File: config.mk
export PLATFORM = sky130hd
export DESIGN_NAME = axi_wr_i2c_sequencer
export DESIGN_NICKNAME = d
export VERILOG_FILES = /design/src/rtl/axi_wr_i2c_sequencer.sv
export SDC_FILE = /design/constraint.sdc
export NUM_CORES = 1
export LEC_CHECK = 0
export CORE_ASPECT_RATIO = 0.75
export CORE_MARGIN = 4
export CORE_UTILIZATION = 35
export CTS_CLUSTER_DIAMETER = 100
export DETAILED_ROUTE_END_ITERATION = 12
export PLACE_DENSITY_LB_ADDON = 0.25
export RECOVER_POWER = 25
export SETUP_SLACK_MARGIN = 0.5
export SYNTH_ARGS = -nofsm -noshare
export SYNTH_HDL_FRONTEND = slang
export SYNTH_SLANG_ARGS = --single-unit
File: constraint.sdc
create_clock -name ACLK -period 3.7 [get_ports ACLK]
set_input_delay 0.555 -clock ACLK [delete_from_list [all_inputs] [get_ports ACLK]]
set_output_delay 0.555 -clock ACLK [all_outputs]
set_load 0.005 [all_outputs]
File: src/rtl/axi_wr_i2c_sequencer.sv
// AXI write-slave front end of the AXI-to-I2C bridge: each AXI write burst becomes one I2C
// write transaction (address byte, then data bytes LSB first) over a byte command handshake.
module axi_wr_i2c_sequencer #(
    parameter int ADDR_WIDTH     = 32,
    parameter int DATA_WIDTH     = 32,
    parameter int SIZE           = 3,
    parameter int BURST_SIZE     = 2,
    parameter int RESPONSE_WIDTH = 2
) (
    input  logic                      ACLK,
    input  logic                      ARESET,
    input  logic                      AWVALID,
    output logic                      AWREADY,
    input  logic [ADDR_WIDTH-1:0]     AWADDR,
    input  logic [SIZE-1:0]           AWSIZE,
    input  logic [BURST_SIZE-1:0]     AWBURST,
    input  logic                      WVALID,
    output logic                      WREADY,
    input  logic                      WLAST,
    input  logic [DATA_WIDTH-1:0]     WADATA,
    output logic                      BVALID,
    input  logic                      BREADY,
    output logic [RESPONSE_WIDTH-1:0] BRESP,
    output logic                      cmd_valid,
    input  logic                      cmd_ready,
    output logic [7:0]                cmd_byte,
    output logic                      cmd_start,
    output logic                      cmd_stop,
    input  logic                      i2c_done,
    input  logic                      i2c_nack
);

    localparam logic [2:0] ST_IDLE      = 3'd0;
    localparam logic [2:0] ST_ADDR      = 3'd1;
    localparam logic [2:0] ST_LOAD      = 3'd2;
    localparam logic [2:0] ST_DATA      = 3'd3;
    localparam logic [2:0] ST_WAIT_DONE = 3'd4;
    localparam logic [2:0] ST_DRAIN     = 3'd5;
    localparam logic [2:0] ST_RESP      = 3'd6;

    localparam logic [8:0]                BUS_BYTES  = 9'(DATA_WIDTH / 8);
    localparam logic [BURST_SIZE-1:0]     BURST_WRAP = BURST_SIZE'(2'b10);
    localparam logic [RESPONSE_WIDTH-1:0] RESP_OKAY  = RESPONSE_WIDTH'(2'b00);
    localparam logic [RESPONSE_WIDTH-1:0] RESP_SLV   = RESPONSE_WIDTH'(2'b10);

    logic [2:0]                state_r, next_state_s;
    logic [6:0]                addr_r, next_addr_s;
    logic [SIZE-1:0]           size_r, next_size_s;
    logic [DATA_WIDTH-1:0]     beat_r, next_beat_s;
    logic                      last_r, next_last_s;
    logic [7:0]                idx_r, next_idx_s;
    logic [RESPONSE_WIDTH-1:0] bresp_r, next_bresp_s;

    logic                  awready_r, wready_r, bvalid_r;
    logic                  cmd_valid_r, cmd_start_r, cmd_stop_r;
    logic [7:0]            cmd_byte_r;
    logic                  awready_s, wready_s, bvalid_s;
    logic                  cmd_valid_s, cmd_start_s, cmd_stop_s;
    logic [7:0]            cmd_byte_s;
    logic [DATA_WIDTH-1:0] shifted_s;
    logic                  unused_s;

    assign unused_s = ^AWADDR[ADDR_WIDTH-1:7];

    function automatic logic [8:0] beat_bytes(input logic [SIZE-1:0] sz);
        return 9'd1 << sz;
    endfunction

    function automatic logic [7:0] last_index(input logic [SIZE-1:0] sz);
        return 8'(beat_bytes(sz) - 9'd1);
    endfunction

    // Next-state and datapath update for the burst sequencing FSM
    always_comb begin
        next_state_s = state_r;
        next_addr_s  = addr_r;
        next_size_s  = size_r;
        next_beat_s  = beat_r;
        next_last_s  = last_r;
        next_idx_s   = idx_r;
        next_bresp_s = bresp_r;
        case (state_r)
            ST_IDLE: begin
                if (AWVALID && awready_r) begin
                    next_addr_s = AWADDR[6:0];
                    next_size_s = AWSIZE;
                    // Unsupported bursts are drained and answered with SLVERR
                    if ((AWBURST == BURST_WRAP) || (beat_bytes(AWSIZE) > BUS_BYTES)) begin
                        next_state_s = ST_DRAIN;
                    end else begin
                        next_state_s = ST_ADDR;
                    end
                end else begin
                    next_state_s = ST_IDLE;
                end
            end
            ST_ADDR: begin
                if (cmd_ready) begin
                    next_state_s = ST_LOAD;
                end else begin
                    next_state_s = ST_ADDR;
                end
            end
            ST_LOAD: begin
                if (WVALID && wready_r) begin
                    next_beat_s  = WADATA;
                    next_last_s  = WLAST;
                    next_idx_s   = 8'd0;
                    next_state_s = ST_DATA;
                end else begin
                    next_state_s = ST_LOAD;
                end
            end
            ST_DATA: begin
                if (cmd_ready && (idx_r == last_index(size_r))) begin
                    next_state_s = last_r ? ST_WAIT_DONE : ST_LOAD;
                end else if (cmd_ready) begin
                    next_idx_s = idx_r + 8'd1;
                end else begin
                    next_state_s = ST_DATA;
                end
            end
            ST_WAIT_DONE: begin
                if (i2c_done) begin
                    next_bresp_s = i2c_nack ? RESP_SLV : RESP_OKAY;
                    next_state_s = ST_RESP;
                end else begin
                    next_state_s = ST_WAIT_DONE;
                end
            end
            ST_DRAIN: begin
                if (WVALID && wready_r && WLAST) begin
                    next_bresp_s = RESP_SLV;
                    next_state_s = ST_RESP;
                end else begin
                    next_state_s = ST_DRAIN;
                end
            end
            ST_RESP: begin
                if (BREADY && bvalid_r) begin
                    next_bresp_s = RESP_OKAY;
                    next_state_s = ST_IDLE;
                end else begin
                    next_state_s = ST_RESP;
                end
            end
            default: begin
                next_bresp_s = RESP_OKAY;
                next_state_s = ST_IDLE;
            end
        endcase
    end

    // Output decode from the next state so every port comes straight from a flop
    always_comb begin
        awready_s   = (next_state_s == ST_IDLE);
        wready_s    = (next_state_s == ST_LOAD) || (next_state_s == ST_DRAIN);
        bvalid_s    = (next_state_s == ST_RESP);
        cmd_valid_s = (next_state_s == ST_ADDR) || (next_state_s == ST_DATA);
        cmd_start_s = (next_state_s == ST_ADDR);
        shifted_s   = next_beat_s >> {next_idx_s, 3'b000};
        if (next_state_s == ST_ADDR) begin
            cmd_byte_s = {next_addr_s, 1'b0};
            cmd_stop_s = 1'b0;
        end else if (next_state_s == ST_DATA) begin
            cmd_byte_s = shifted_s[7:0];
            cmd_stop_s = next_last_s && (next_idx_s == last_index(next_size_s));
        end else begin
            cmd_byte_s = 8'd0;
            cmd_stop_s = 1'b0;
        end
    end

    // State, datapath and output registers with synchronous reset
    always_ff @(posedge ACLK) begin
        if (ARESET) begin
            state_r     <= ST_IDLE;
            addr_r      <= 7'd0;
            size_r      <= '0;
            beat_r      <= '0;
            last_r      <= 1'b0;
            idx_r       <= 8'd0;
            bresp_r     <= '0;
            awready_r   <= 1'b0;
            wready_r    <= 1'b0;
            bvalid_r    <= 1'b0;
            cmd_valid_r <= 1'b0;
            cmd_start_r <= 1'b0;
            cmd_stop_r  <= 1'b0;
            cmd_byte_r  <= 8'd0;
        end else begin
            state_r     <= next_state_s;
            addr_r      <= next_addr_s;
            size_r      <= next_size_s;
            beat_r      <= next_beat_s;
            last_r      <= next_last_s;
            idx_r       <= next_idx_s;
            bresp_r     <= next_bresp_s;
            awready_r   <= awready_s;
            wready_r    <= wready_s;
            bvalid_r    <= bvalid_s;
            cmd_valid_r <= cmd_valid_s;
            cmd_start_r <= cmd_start_s;
            cmd_stop_r  <= cmd_stop_s;
            cmd_byte_r  <= cmd_byte_s;
        end
    end

    assign AWREADY   = awready_r;
    assign WREADY    = wready_r;
    assign BVALID    = bvalid_r;
    assign BRESP     = bresp_r;
    assign cmd_valid = cmd_valid_r;
    assign cmd_byte  = cmd_byte_r;
    assign cmd_start = cmd_start_r;
    assign cmd_stop  = cmd_stop_r;

endmodule
# Word level (Yosys, flattened, before mapping)
# Index checks and enable logic that the tools add are counted.
[totals]
inputBits = 78
ff_bits = 70
[op_classes]
n_addsub = 3
bitwise = 2
n_shift = 4
order_cmp = 1
mux = 30
eq_ne = 17
n_reduce_logical = 14
[ops]
columns = ["cell", "count"]
rows = [
  ["two-way mux 32 bit", 2],
  ["two-way mux 8 bit", 5],
  ["right shift 32 x 11 -> 8 bit", 1],
  ["two-way mux 3 bit", 8],
  ["one-hot mux 3 bit (7 select lines)", 1],
  ["equality test 8 bit", 2],
  ["one-hot mux 8 bit (2 select lines)", 1],
  ["left shift 1 x 3 -> 8 bit, first input constant", 2],
  ["subtractor 8 x 1 -> 8 bit, second input constant", 2],
  ["equality test 3 bit, second input constant", 5],
  ["two-way mux 2 bit", 7],
  ["two-way mux 7 bit", 2],
  ["equality test 3 x 2 -> 1 bit, second input constant", 4],
  ["greater-than comparator 9 x 3 -> 1 bit, second input constant", 1],
  ["left shift 1 x 3 -> 9 bit, first input constant", 1],
  ["adder 8 x 1 -> 8 bit, second input constant", 1],
  ["one-hot mux 2 bit (4 select lines)", 1],
  ["equality test 3 x 1 -> 1 bit, second input constant", 2],
  ["logical AND 1 bit", 6],
  ["logical NOT 3 bit", 2],
  ["inequality test 2 bit, second input constant", 3],
  ["AND reduction 4 bit", 1],
  ["OR reduction 4 bit", 1],
  ["logical OR 1 bit", 3],
  ["4 further kinds", 7],
]

# Longest topological paths before layout
# Gate-level depths: netlist of run 1.
[depth]
word_depth = 9
depth_mapped = 14

# Worst setup path after synthesis of run 1
# Ideal clock, no wire load.
[synth_path]
path_type = "flip-flop to flip-flop"
startpoint = "register size_r[2]"
endpoint = "register cmd_byte_r[0] (netlist: cmd_byte[0])"
n_path_buf = 3
setup_time_ns = 0.128
t_arrival_ns = 3.238
path_stages_with_launch = 14
setup_slack_ns = 0.334
cell_sequence = "dfxtp_1 > buf_2 > or3_1 > ha_1 > or3b_1 > o31a_1 > o21a_1 > or4_4 > o211a_1 > buf_6 > buf_6 > mux2_4 > o211ai_2 > a21oi_1"
[synth_via]
elab_chain_cells = 9
[synth_lines]
columns = ["element", "line", "rtl"]
rows = [
  ["start: declaration", "48", "logic [SIZE-1:0] size_r, next_size_s;"],
  ["start signal: assignment", "194", "size_r <= next_size_s;"],
  ["left shift 1 x 3 -> 8 bit (*)", "66", "return 9'd1 << sz;"],
  ["subtractor 8 x 1 -> 8 bit (*)", "70", "return 8'(beat_bytes(sz) - 9'd1);"],
  ["equality test 8 bit (*)", "115", "if (cmd_ready && (idx_r == last_index(size_r))) begin"],
  ["logical AND 1 bit (*)", "115", ""],
  ["branches (longest 5 deep; another with right shift 32 x 11 -> 8 bit)", "--", ""],
  ["end signal: assignment", "205", "cmd_byte_r <= cmd_byte_s;"],
  ["end: declaration", "56", "logic [7:0] cmd_byte_r;"],
]
# Every way passes the cells marked *.
# A chain may end at the register's enable or synchronous reset.

# Worst setup path in the final report of run 1
[layout_path]
startpoint = "register size_r[2]"
endpoint = "register cmd_byte_r[1] (netlist: cmd_byte[1])"
[layout_via]
elab_chain_cells = 9
[layout_lines]
columns = ["element", "line", "rtl"]
rows = [
  ["left shift 1 x 3 -> 8 bit (*)", "66", ""],
  ["subtractor 8 x 1 -> 8 bit (*)", "70", ""],
  ["equality test 8 bit (*)", "115", ""],
  ["logical AND 1 bit (*)", "115", ""],
  ["two-way mux 8 bit or two-way mux 3 bit (tied branches)", "115", ""],
  ["one-hot mux 8 bit (2 select lines) or one-hot mux 3 bit (7 select lines) (tied branches)", "82", "case (state_r)"],
  ["right shift 32 x 11 -> 8 bit or equality test 3 x 2 -> 1 bit (tied branches)", "161, 165", ""],
  ["two-way mux 8 bit", "165", "end else if (next_state_s == ST_DATA) begin"],
  ["two-way mux 8 bit (*)", "162", "if (next_state_s == ST_ADDR) begin"],
]
# Every way passes the cells marked *; elsewhere a longest branch is shown, timed or not.

==> impl_metrics.toml, run 1 <==
[status]
status = "complete, no violations"

[timing]
slew_headroom = 0.605
setup_tns_ns = 0
worst_slack_ns = 0.437
finClkSkew_ns = 0.0111
fmax_ghz = 0.306
hold_violations = 0
grt_setup_unrepaired = "true"
setup_violations = 0
min_period_over_period = 0.882
min_period_ns = 3.26
worstMarginPinSlew_ns = 0.593
slew_viol_final = 0

[cts]
cts.clk_slew.worst_paths_ns = 0.06
cts_root_buffer = "clkbuf_16"
htreeDepth = 3
insertion_delay_ns = 0.33
cts_tree = "yes"
cts.path.max_buffers = 2
cts.sinks = 69
cts_buffers = 9
postCtsHoldBufs = 0

[power]
ir_drop_uv = 277
p_leak_nw = 1.90
power.density_nw_per_um2 = 471
p_total_mw = 2.43

[drt]
ant_nets = 0
drc = 0
detail_route.wl_per_cell_um = 16.2
dr.pass1.iters = 4
vias = 3490
drt_wl_total_mm = 10.7
drt_iter0_markers = 228
drt-vias-per-instance = 5.26

[floorplanning]
num_rows = 32
die_y_um = 96.8
dieArea_um2 = 12200
start_util = 0.358
dieWidth_um = 126
core_um2 = 10300
ios = 94

[min_path]
hp-class = "reg -> reg"

[grt]
grt_use_total = 0.174
grt_pass1_vias = 3454
grt_pass1_wl_mm = 17.5
grt_overflow = 0
grt_max_degree = 55
antenna_found_initial = 0

[synthesis]
synth_area_um2 = 3680
synthFlopType = "dfxtp_1"
synth_nets = 524
synth.distinct_cells = 65
syn_inst = 443
yosysMostFrequentCell = "nand2_1"
synth_top_area_frac = 0.375
ys_warn_count = 0
synth_seq_area_share = 0.375
yosys.area.top_type = "dfxtp_1"
syn_avg_cell_area_um2 = 8.31
synth-edff-count = 0
ys_top_cells_by_count = "94 x nand2_1, 69 x dfxtp_1, 39 x nor2_1"
synth-seq-cells = 69
synth_area_leaders = "dfxtp_1 38%, nand2_1 9.6%, a21oi_1 4.9%"
async_flop_share = 0

[placed_design]
port_buffers = 67
dp_hpwl_mm = 7.32
place_congestion = 0.829
dp_worst_setup_slack_ns = 0.212

[final_layout]
nets = 603
area_growth_pct = 40.4
diodes = 0
drive_gt1_frac = 0.209
final_core_util = 0.503

[setup_path]
critPathLaunchType = "register"
crit_fanout = 8
crit_required_ns = 3.90
end_kind = "register"
crit_type = "reg -> reg"
cp.arrival_ns = 3.46

[job]
drv_cap = 0
## logic make-up (layout without fill, tap and decap cells)
logic type      count (synthesis)  in the layout  synth area share
simple gates                  189            189             0.240
compound gates                100            100             0.190
buf+inv                        34            118            0.0428
flops                          69             69             0.375
xor+xnor                        8              8            0.0190
mux                            39             39             0.122
other cells                     1              1           0.00102
fa+ha+maj                       3              3            0.0102
## cell type report
| class | count | area, um2 |
|---|---|---|
| well taps | 136 | 170 |
| flip-flops and latches | 69 | 1390 |
| clock inverters | 7 | 73.8 |
| multi-input cells | 340 | 2380 |
| repair buffers | 94 | 906 |
| fillers | 954 | 5120 |
| clock buffers | 9 | 225 |
| inverters | 8 | 32.5 |
## what timing repair did
item	in CTS	in global routing
gates resized for setup	27	13
setup endpoints to repair	10	11
hold endpoints to repair	0	0
gates cloned	0	1
pin swaps	8	10
setup buffers	6	3
## registers in the layout, summed over array words and instances (netlist names)
signal     count
beat_r        32
cmd_byte       8
idx_r          8
addr_r         7
size_r         3
state_r        3
AWREADY        1
BRESP          1
BVALID         1
WREADY         1
cmd_start      1
cmd_stop       1
cmd_valid      1
last_r         1
## worst max-delay path, cell delays in order (launching register included)
cell	delay, ns
dfxtp_4	0.36
or3_4	0.38
ha_4	0.18
or3b_4	0.40
o31a_1	0.33
o21a_4	0.16
or4_4	0.44
o211a_4	0.18
buf_12	0.15
mux2_2	0.29
o22ai_2	0.16
o32ai_2	0.10
## metrics by stage
stage | hold slack, ns | cells | cell area [um2]
floorplan | 0.433 | 443 | 3700
global placement | 0.438 | 637 | 4550
detailed placement | 0.447 | 637 | 4550
CTS | 0.456 | 659 | 5050
global route | 0.470 | 663 | 5170
finish | 0.452 | 663 | 5170
## per-layer routing
metal / GRT usage / wire length [um]
met1: 0.248 / 5290
met2: 0.263 / 4870
met3: 0.0375 / 503
met4: 0.0503 / 82
met5: 0 / 0
## power by group
| group | internal [mW] | switching, mW | total, mW |
|---|---|---|---|
| clock | 0.524 | 0.343 | 0.867 |
| sequential | 0.780 | 0.0342 | 0.814 |
| combinational | 0.355 | 0.398 | 0.753 |
## worst paths after layout
check | start | to | slack, ns | cells after the start
worst max-delay path | size_r[2] | cmd_byte[1] | 0.44 | 11
worst min-delay path | beat_r[22] | beat_r[22] | 0.45 | 2
worst max register to register | size_r[2] | cmd_byte[1] | 0.44 | 11
worst min register to register | beat_r[22] | beat_r[22] | 0.45 | 2
## layout by cell type, fill, tap and decap left out, types with 5 or more instances in the layout
master,count
a21oi_1,36
buf_4,23
clkbuf_16,10
clkdlybuf4s50_1,49
dfxtp_1,68
dlygate4sd3_1,17
inv_1,7
mux2_2,15
mux2_4,8
mux2i_1,14
nand2_1,94
nand3_1,6
nor2_1,37
o211ai_1,5
o21ai_0,7
xnor2_1,5
Note: power is estimated with default switching activity, not from simulation.
==> inputs of run 2 (changes only) <==
--- a/config.mk
+++ b/config.mk
@@ -11,8 +11,8 @@
 export CTS_CLUSTER_DIAMETER = 100
 export DETAILED_ROUTE_END_ITERATION = 12
 export PLACE_DENSITY_LB_ADDON = 0.25
-export RECOVER_POWER = 25
 export SETUP_SLACK_MARGIN = 0.5
+export SLEW_MARGIN = 20
 export SYNTH_ARGS = -nofsm -noshare
 export SYNTH_HDL_FRONTEND = slang
 export SYNTH_SLANG_ARGS = --single-unit
==> run 2 against run 1 <==
Against the previous run: hold slack better by 0.00054 ns; count of clock-buffer cells in the layout stayed put; cell area unchanged; sequential power is essentially flat; critical path type unchanged.
==> impl_metrics.toml, run 2 (synthesis gave the netlist of run 1 again) <==
[setup_path]
rr_worst_depth = 11
cp.arrival_ns = 3.46
rrSetupSlack_ns = 0.44
cp-endpoint = "cmd_byte[1]"
crit_required_ns = 3.90
cpMaxStageDelayCell = "or4_4"
end_kind = "register"
crit_fanout = 8
crit_chain = "or3_4 > ha_4 > or3b_4 > o31a_1 > o21a_4 > or4_4 > o211a_4 > buf_12 > mux2_2 > o22ai_2 > o32ai_2"
crit_type = "reg -> reg"
reg2reg_from = "size_r[2]"
critPathLaunchType = "register"
r2r-end = "cmd_byte[1]"
max_stage_delay_ns = 0.44
startpoint = "size_r[2]"

[final_layout]
drive_gt1_frac = 0.211
largest_reg_flops = 32
nets = 603
design_area_um2 = 5170
regMostFlops = "beat_r"
area_growth_pct = 40.4
final_core_util = 0.503
diodes = 0
layout_common_cells = "94 x nand2_1, 68 x dfxtp_1, 66 x clkdlybuf4s50_1, 37 x nor2_1, 36 x a21oi_1"
layout_commonest_cell = "nand2_1"

[timing]
min_period_over_period = 0.882
min_period_ns = 3.26
finClkSkew_ns = 0.0121
grt_setup_unrepaired = "true"
hold_violations = 0
setup_tns_ns = 0
setup_violations = 0
worstMarginPinSlew_ns = 0.600
fmax_ghz = 0.307
slew_headroom = 0.600
slew_viol_final = 0

[cts]
cts.path.max_buffers = 2
cts_tree = "yes"
cts_root_buffer = "clkbuf_16"
postCtsHoldBufs = 0
cts.sinks = 69
cts_buffers = 9
htreeDepth = 3
cts.clk_slew.worst_paths_ns = 0.06
insertion_delay_ns = 0.33

[grt]
grt_pass1_vias = 3454
grt_use_total = 0.174
grt_overflow = 0
grt_max_degree = 55
grt_pass1_wl_mm = 17.5
antenna_found_initial = 0

[drt]
drc = 0
ant_nets = 0
drt_wl_total_mm = 10.8
drt-vias-per-instance = 5.29
detail_route.wl_per_cell_um = 16.2
drt_iter0_markers = 213
dr.pass1.iters = 4
vias = 3507

[floorplanning]
ios = 94
dieArea_um2 = 12200
start_util = 0.358
num_rows = 32
dieWidth_um = 126
core_um2 = 10300
die_y_um = 96.8

[job]
drv_cap = 0

[status]
status = "complete, no violations"

[power]
ir_drop_uv = 276
p_leak_nw = 1.85
power.density_nw_per_um2 = 472

[placed_design]
dp_hpwl_mm = 7.32
place_area_um2 = 4550
port_buffers = 67
place_congestion = 0.829

[min_path]
hp-class = "reg -> reg"
hold_depth = 2
run 2: layer usage:
layer	share of wire	global-route usage
met2	0.46	0.263
met4	0.0076	0.0503
met5	0	0
met1	0.50	0.248
met3	0.042	0.0375
run 2: worst max-delay path: cells and delay by family (launching register included):
kind | cells | cell delay (ns)
adder cells (fa/ha/maj) | 1 | 0.18
AND/OR/NAND/NOR | 3 | 1.22
buffers and inverters | 1 | 0.15
flip-flops | 1 | 0.36
AO/OA/AOI/OAI | 5 | 0.93
multiplexers | 1 | 0.29
run 2: how the worst min path moves through the flow:
| stage | endpoint | start | slack, ns |
|---|---|---|---|
| after floorplan | beat_r[17] | beat_r[17] | 0.43 |
| after global placement | beat_r[17] | beat_r[17] | 0.44 |
| after detailed placement | beat_r[22] | beat_r[22] | 0.45 |
| after CTS | beat_r[7] | beat_r[7] | 0.46 |
| after global routing | beat_r[5] | beat_r[5] | 0.47 |
| final | beat_r[22] | beat_r[22] | 0.45 |
run 2: repair_timing:
item | CTS | global route
setup buffers | 6 | 3
gates cloned | 0 | 1
pin swaps | 8 | 10
endpoints found under the setup margin | 10 | 11
gates resized for setup | 27 | 13
run 2: layout make-up:
class                   count  area [um2]
clock buffers               9         225
clock inverters             7        73.8
fillers                   954        5120
inverters                   8        32.5
multi-input cells         340        2380
flip-flops and latches     69        1390
well taps                 136         170
repair buffers             94         906
run 2: power breakdown:
part / switching [mW] / internal (mW) / leakage, nW / total, mW
combinational: 0.398 / 0.361 / 1.15 / 0.759
sequential: 0.0347 / 0.780 / 0.558 / 0.815
clock: 0.343 / 0.524 / 0.146 / 0.867
run 2: stage by stage:
stage / total power, mW / worst slack [ns] / hold WS, ns / std cells
after detailed placement: 1.45 / 0.212 / 0.447 / 637
after floorplan: 1.23 / 0.475 / 0.433 / 443
after global routing: 2.56 / 0.361 / 0.470 / 663
after global placement: 1.44 / 0.227 / 0.438 / 637
final: 2.44 / 0.438 / 0.453 / 663
after CTS: 2.40 / 0.510 / 0.456 / 659
